**src/rtl/chdr_16s_to_8s_if.sv**
```systemverilog
// CHDR AXI-stream beat: 64-bit data line with last/valid/ready framing.
interface chdr_16s_to_8s_if;
    logic [63:0] tdata;
    logic        tlast;
    logic        tvalid;
    logic        tready;

    modport master (output tdata, output tlast, output tvalid, input tready);
    modport slave  (input tdata, input tlast, input tvalid, output tready);
endinterface

```
**src/rtl/chdr_16s_to_8s.sv**
```systemverilog
// Narrows CHDR sc16 payload to sc8, packing two input lines per output line,
// rewriting the header length and optionally replacing the destination SID.
module chdr_16s_to_8s #(
    parameter logic [7:0] BASE  = 8'd0,
    parameter bit         ROUND = 1'b1
) (
    input  logic                     clk,
    input  logic                     rst,
    chdr_16s_to_8s_if.slave          i,
    chdr_16s_to_8s_if.master         o,
    input  logic                     set_stb,
    input  logic [7:0]               set_addr,
    input  logic [31:0]              set_data,
    output logic [31:0]              debug
);

    typedef enum logic [1:0] {
        StHeader = 2'd0,
        StTime   = 2'd1,
        StFirst  = 2'd2,
        StSecond = 2'd3
    } state_e;

    state_e      state_q, state_d, cur_state;
    logic [31:0] hold_q, hold_d;
    logic [16:0] sid_q;

    logic [15:0] hdr_len, in_bytes, out_size;
    logic [31:0] line_bytes;
    logic        set_sid;
    logic [15:0] new_dst;
    logic        unused_set_data;

    assign set_sid         = sid_q[16];
    assign new_dst         = sid_q[15:0];
    assign unused_set_data = ^set_data[31:17];
    assign debug           = {30'd0, state_q};

    function automatic logic [7:0] to_byte(input logic [15:0] c);
        logic [7:0] sum;
        sum = c[15:8] + {7'd0, c[7]};
        if (!ROUND) begin
            return c[15:8];
        end
        // Only positive values can wrap into 0x80; negatives wrap toward zero.
        if (!c[15] && sum == 8'h80) begin
            return 8'h7f;
        end
        return sum;
    endfunction

    always_ff @(posedge clk) begin
        if (rst) begin
            state_q <= StHeader;
            hold_q  <= 32'd0;
            sid_q   <= 17'd0;
        end else begin
            state_q <= state_d;
            hold_q  <= hold_d;
            if (set_stb && set_addr == BASE) begin
                sid_q <= set_data[16:0];
            end
        end
    end

    always_comb begin
        // Present header-state behaviour while in reset so handshakes stay sane.
        cur_state  = rst ? StHeader : state_q;
        hdr_len    = i.tdata[61] ? 16'd16 : 16'd8;
        in_bytes   = i.tdata[47:32] - hdr_len;
        out_size   = hdr_len + (in_bytes >> 1);
        line_bytes = {to_byte(i.tdata[63:48]), to_byte(i.tdata[47:32]),
                      to_byte(i.tdata[31:16]), to_byte(i.tdata[15:0])};

        state_d  = state_q;
        hold_d   = hold_q;
        o.tdata  = i.tdata;
        o.tlast  = i.tlast;
        o.tvalid = i.tvalid;
        i.tready = o.tready;

        unique case (cur_state)
            StHeader: begin
                o.tdata = {i.tdata[63:48], out_size,
                           set_sid ? {i.tdata[15:0], new_dst} : i.tdata[31:0]};
                if (i.tvalid && o.tready) begin
                    if (i.tlast) begin
                        state_d = StHeader;
                    end else if (i.tdata[61]) begin
                        state_d = StTime;
                    end else begin
                        state_d = StFirst;
                    end
                end
            end
            StTime: begin
                if (i.tvalid && o.tready) begin
                    state_d = i.tlast ? StHeader : StFirst;
                end
            end
            StFirst: begin
                if (!i.tlast) begin
                    i.tready = 1'b1;
                    o.tvalid = 1'b0;
                    if (i.tvalid) begin
                        hold_d  = line_bytes;
                        state_d = StSecond;
                    end
                end else begin
                    o.tdata = {line_bytes, 32'd0};
                    o.tlast = 1'b1;
                    if (i.tvalid && o.tready) begin
                        state_d = StHeader;
                    end
                end
            end
            StSecond: begin
                o.tdata = {hold_q, line_bytes};
                if (i.tvalid && o.tready) begin
                    state_d = i.tlast ? StHeader : StFirst;
                end
            end
            default: state_d = StHeader;
        endcase
    end

endmodule

```
**src/flat_wrapper.sv**
```systemverilog
// flat-port wrapper written by rule: the top's interface ports become plain ports
module chdr_16s_to_8s_flat 
#(
    parameter logic [7:0] BASE  = 8'd0,
    parameter bit         ROUND = 1'b1
)
  (clk, rst, set_stb, set_addr, set_data, debug, i_tdata, i_tlast, i_tvalid, i_tready, o_tdata, o_tlast, o_tvalid, o_tready);
  chdr_16s_to_8s_if i_i ();
  chdr_16s_to_8s_if o_i ();
  input  logic clk;
  input  logic rst;
  input  logic set_stb;
  input  logic [7:0] set_addr;
  input  logic [31:0] set_data;
  output logic [31:0] debug;
  input wire logic [$bits(i_i.tdata)-1:0] i_tdata;
  input wire logic [$bits(i_i.tlast)-1:0] i_tlast;
  input wire logic [$bits(i_i.tvalid)-1:0] i_tvalid;
  output wire logic [$bits(i_i.tready)-1:0] i_tready;
  output wire logic [$bits(o_i.tdata)-1:0] o_tdata;
  output wire logic [$bits(o_i.tlast)-1:0] o_tlast;
  output wire logic [$bits(o_i.tvalid)-1:0] o_tvalid;
  input wire logic [$bits(o_i.tready)-1:0] o_tready;
  assign i_i.tdata = i_tdata;
  assign i_i.tlast = i_tlast;
  assign i_i.tvalid = i_tvalid;
  assign i_tready = i_i.tready;
  assign o_tdata = o_i.tdata;
  assign o_tlast = o_i.tlast;
  assign o_tvalid = o_i.tvalid;
  assign o_i.tready = o_tready;
  chdr_16s_to_8s #(.BASE(BASE), .ROUND(ROUND)) u_core (.clk(clk), .rst(rst), .i(i_i), .o(o_i), .set_stb(set_stb), .set_addr(set_addr), .set_data(set_data), .debug(debug));
endmodule
```
**config.mk**
```make
export PLATFORM = sky130hd
export DESIGN_NAME = chdr_16s_to_8s_flat
export DESIGN_NICKNAME = d
export VERILOG_FILES = /design/src/rtl/chdr_16s_to_8s_if.sv /design/src/rtl/chdr_16s_to_8s.sv /design/src/flat_wrapper.sv
export SDC_FILE = /design/constraint.sdc
export NUM_CORES = 1
export LEC_CHECK = 0
export ABC_AREA = 1
export BUFFER_PORTS_ARGS = -buffer_cell sky130_fd_sc_hd__buf_2
export CAP_MARGIN = 20
export CORE_MARGIN = 1.5
export CORE_UTILIZATION = 55
export DETAILED_ROUTE_END_ITERATION = 10
export PLACE_DENSITY_LB_ADDON = 0.25
export SLEW_MARGIN = 5
export SYNTH_ARGS = -nofsm -noshare
export SYNTH_HDL_FRONTEND = slang
export SYNTH_SLANG_ARGS = --single-unit
export TNS_END_PERCENT = 5
```
**constraint.sdc**
```tcl
create_clock -name clk -period 7.8 [get_ports clk]
set_input_delay 2.34 -clock clk [delete_from_list [all_inputs] [get_ports clk]]
set_output_delay 2.34 -clock clk [all_outputs]
set_load 0.005 [all_outputs]
```
==> results.toml <==
[clocking]
clock-sinks = 51
h-tree-depth = 2
holdBufCountCts = 0
cts_tree = "done"
clkLatencyLatePin_ns = 0.32
clk_pin_slew_ns = 0.09
cts_setup_buffers = 0
numCtsBuffers = 5
cts_root_buffer = "clkbuf_8"
cts_buffer_depth = 2
cts_resized = 0

[critical_path]
crit_fanout = 5
arrival_ns = 4.90
cp-start-kind = "primary input"
cp-end-kind = "output pin"
rrSetupSlack_ns = 5.39
required_ns = 5.46
path_class = "in -> out"

[global_routing]
grt_pass1_wl_mm = 29.0
grt.overflow.total = 0
grt_max_degree = 39
antenna_found_initial = 0
grt_pass1_vias = 6047
gr-usage-all-layers = 0.324

[yosys]
synth-seq-area-share = 0.178
syn_inst = 988
synth.cell_area_sq_um = 5730
yosysUniqueCellTypes = 50
ys_ff_latch = 51
synth_flop_cell = "dfxtp_1"
syn_area_per_cell_sq_um = 5.80
yosys_warnings = 0
async_reset_ff_frac = 0
synth-edff-count = 0

[die]
die_h_um = 105
core_area_sq_um = 10200
die_area_sq_um = 11000
die_w_um = 105
start_util = 0.560
io_pins = 209
rows = 37

[timing]
finalMaxSlewViolations = 0
rsz0062_at_grt = "false"
min_period_ns = 7.24
finalCritPeriodShare = 0.928
setup_viol = 0
tns_ns = 0
finClkSkew_ns = 0.0134
max-slew-margin-rel = 0.598
max_freq_ghz = 0.138
worst_hold_slack_ns = 0.489
tightest_slew_ns = 0.602
hold_viol_final = 0

[route]
routedWlPerCell_um = 14.2
top_layer = "met4"
vias_per_cell = 5.31
wl_met2_mm = 8.20
met1Wirelength_mm = 7.86
wl_met3_mm = 1.28
vias = 6685
wl_mm = 17.8
dr.pass1.iters = 5
first_iter_violations = 539
drc = 0
antenna_left = 0

[placement]
numPortBuffers = 163
placed_area_sq_um = 6450
dp_hpwl_mm = 13.9
gp_congestion = 0.922

[layout]
nets = 1248
fillers = 1070
drive_gt1_frac = 0.206
final_cell_mix = "nand2_1, buf_2, inv_1"
stdcell_area_sq_um = 6580
final_common_cell = "nand2_1"
area_growth_pct = 15.0
finish.utilization = 0.643
antenna_cells = 0

[power_and_ir_drop]
powerDensity_nw_per_um2 = 111
max-vdd-ir-drop_v = 0.0000853
leakagePower_uw = 0.00342

[outcome]
status = "completed"

[min_path]
hold_class = "reg -> reg"

[job]
maxCapViolCount = 0
[routing by layer]
metal  global-route usage  vias to the layer above
met3               0.0430                       39
met5                    0                        -
met2                0.542                      277
met1                0.426                     2986
li1                     -                     3383
met4                0.110                        0
[through the flow]
step | setup WS [ns] | total power (uW) | instances
6_report | 0.560 | 729 | 1259
5_1_grt | 0.284 | 766 | 1259
4_1_cts | 0.553 | 723 | 1259
3_5_place_dp | 0.575 | 507 | 1251
3_3_place_gp | 0.625 | 505 | 1251
2_1_floorplan | 1.02 | 418 | 1017
[final cells by class]
type	count	area [sq um]	area share
flip-flops and latches	51	1020	0.155
inverters	131	494	0.0751
clock inverters	2	60.1	0.00912
well taps	136	170	0.0259
multi-input cells	756	3840	0.584
repair buffers	177	921	0.140
clock buffers	6	72.6	0.0110
[worst max-delay path, cell delays in order]
cell and delay, ns:
buf_2 0.17, inv_1 0.08, ha_1 0.21, fa_1 0.43, xnor2_1 0.27, inv_1 0.07
ha_1 0.28, a21o_1 0.13, a21boi_0 0.25, nand3_1 0.14, nor2_1 0.14, nand3_1 0.07
nand2_1 0.06, nand3_1 0.06, nand3_1 0.08, buf_2 0.11
[kinds of logic after synthesis]
| logic type | synth area share |
|---|---|
| mux | 0.0194 |
| xor+xnor | 0.0409 |
| flops | 0.178 |
| compound gates | 0.168 |
| simple gates | 0.385 |
| other cells | 0.000655 |
| fa+ha+maj | 0.0376 |
| buf+inv | 0.171 |
[flip-flops by register name, summed over array words and instances (netlist names)]
name / flops
u_core.sid_q: 17
u_core.state_q: 2
u_core.hold_q: 32
[power breakdown]
group	internal, uW	switching, uW	total, uW
clock	128	95.6	224
combinational	94.9	146	241
sequential	262	1.68	264
[cell usage after synthesis, types with 2 or more instances]
cell type / n / area share
o2111ai_1: 8 / 0.012
buf_2: 17 / 0.015
nand3_4: 2 / 0.0061
nor2_2: 5 / 0.0055
inv_1: 124 / 0.081
o21ai_1: 3 / 0.0026
nand4_1: 33 / 0.036
buf_4: 35 / 0.046
nor3_1: 5 / 0.0044
o21ai_0: 82 / 0.072
xnor2_1: 4 / 0.0061
a21oi_1: 38 / 0.033
mux2_2: 9 / 0.018
buf_6: 4 / 0.0079
nor3_2: 2 / 0.0035
fa_1: 2 / 0.0070
xor2_1: 19 / 0.029
o221ai_1: 4 / 0.0061
dfxtp_1: 51 / 0.18
ha_1: 14 / 0.031
nand3_2: 3 / 0.0052
a31oi_1: 7 / 0.0076
nand2_1: 279 / 0.18
xor2_2: 2 / 0.0057
inv_2: 5 / 0.0033
nand2_2: 8 / 0.0087
o22ai_1: 4 / 0.0044
nand3_1: 48 / 0.042
clkbuf_1: 21 / 0.014
nor2_4: 3 / 0.0059
a221oi_1: 3 / 0.0046
o211ai_1: 14 / 0.018
nor2_1: 113 / 0.074
[path summary, 6_finish.rpt]
check                                        from                 to  cells past startpoint
worst max register to register  u_core.state_q[1]  u_core.hold_q[12]                      8
worst min register to register    u_core.sid_q[9]    u_core.sid_q[9]                      2
worst max-delay path                  i_tdata[61]        o_tdata[46]                     16
worst min-delay path              u_core.sid_q[9]    u_core.sid_q[9]                      2
No activity file was read; power rests on OpenSTA's default activity.
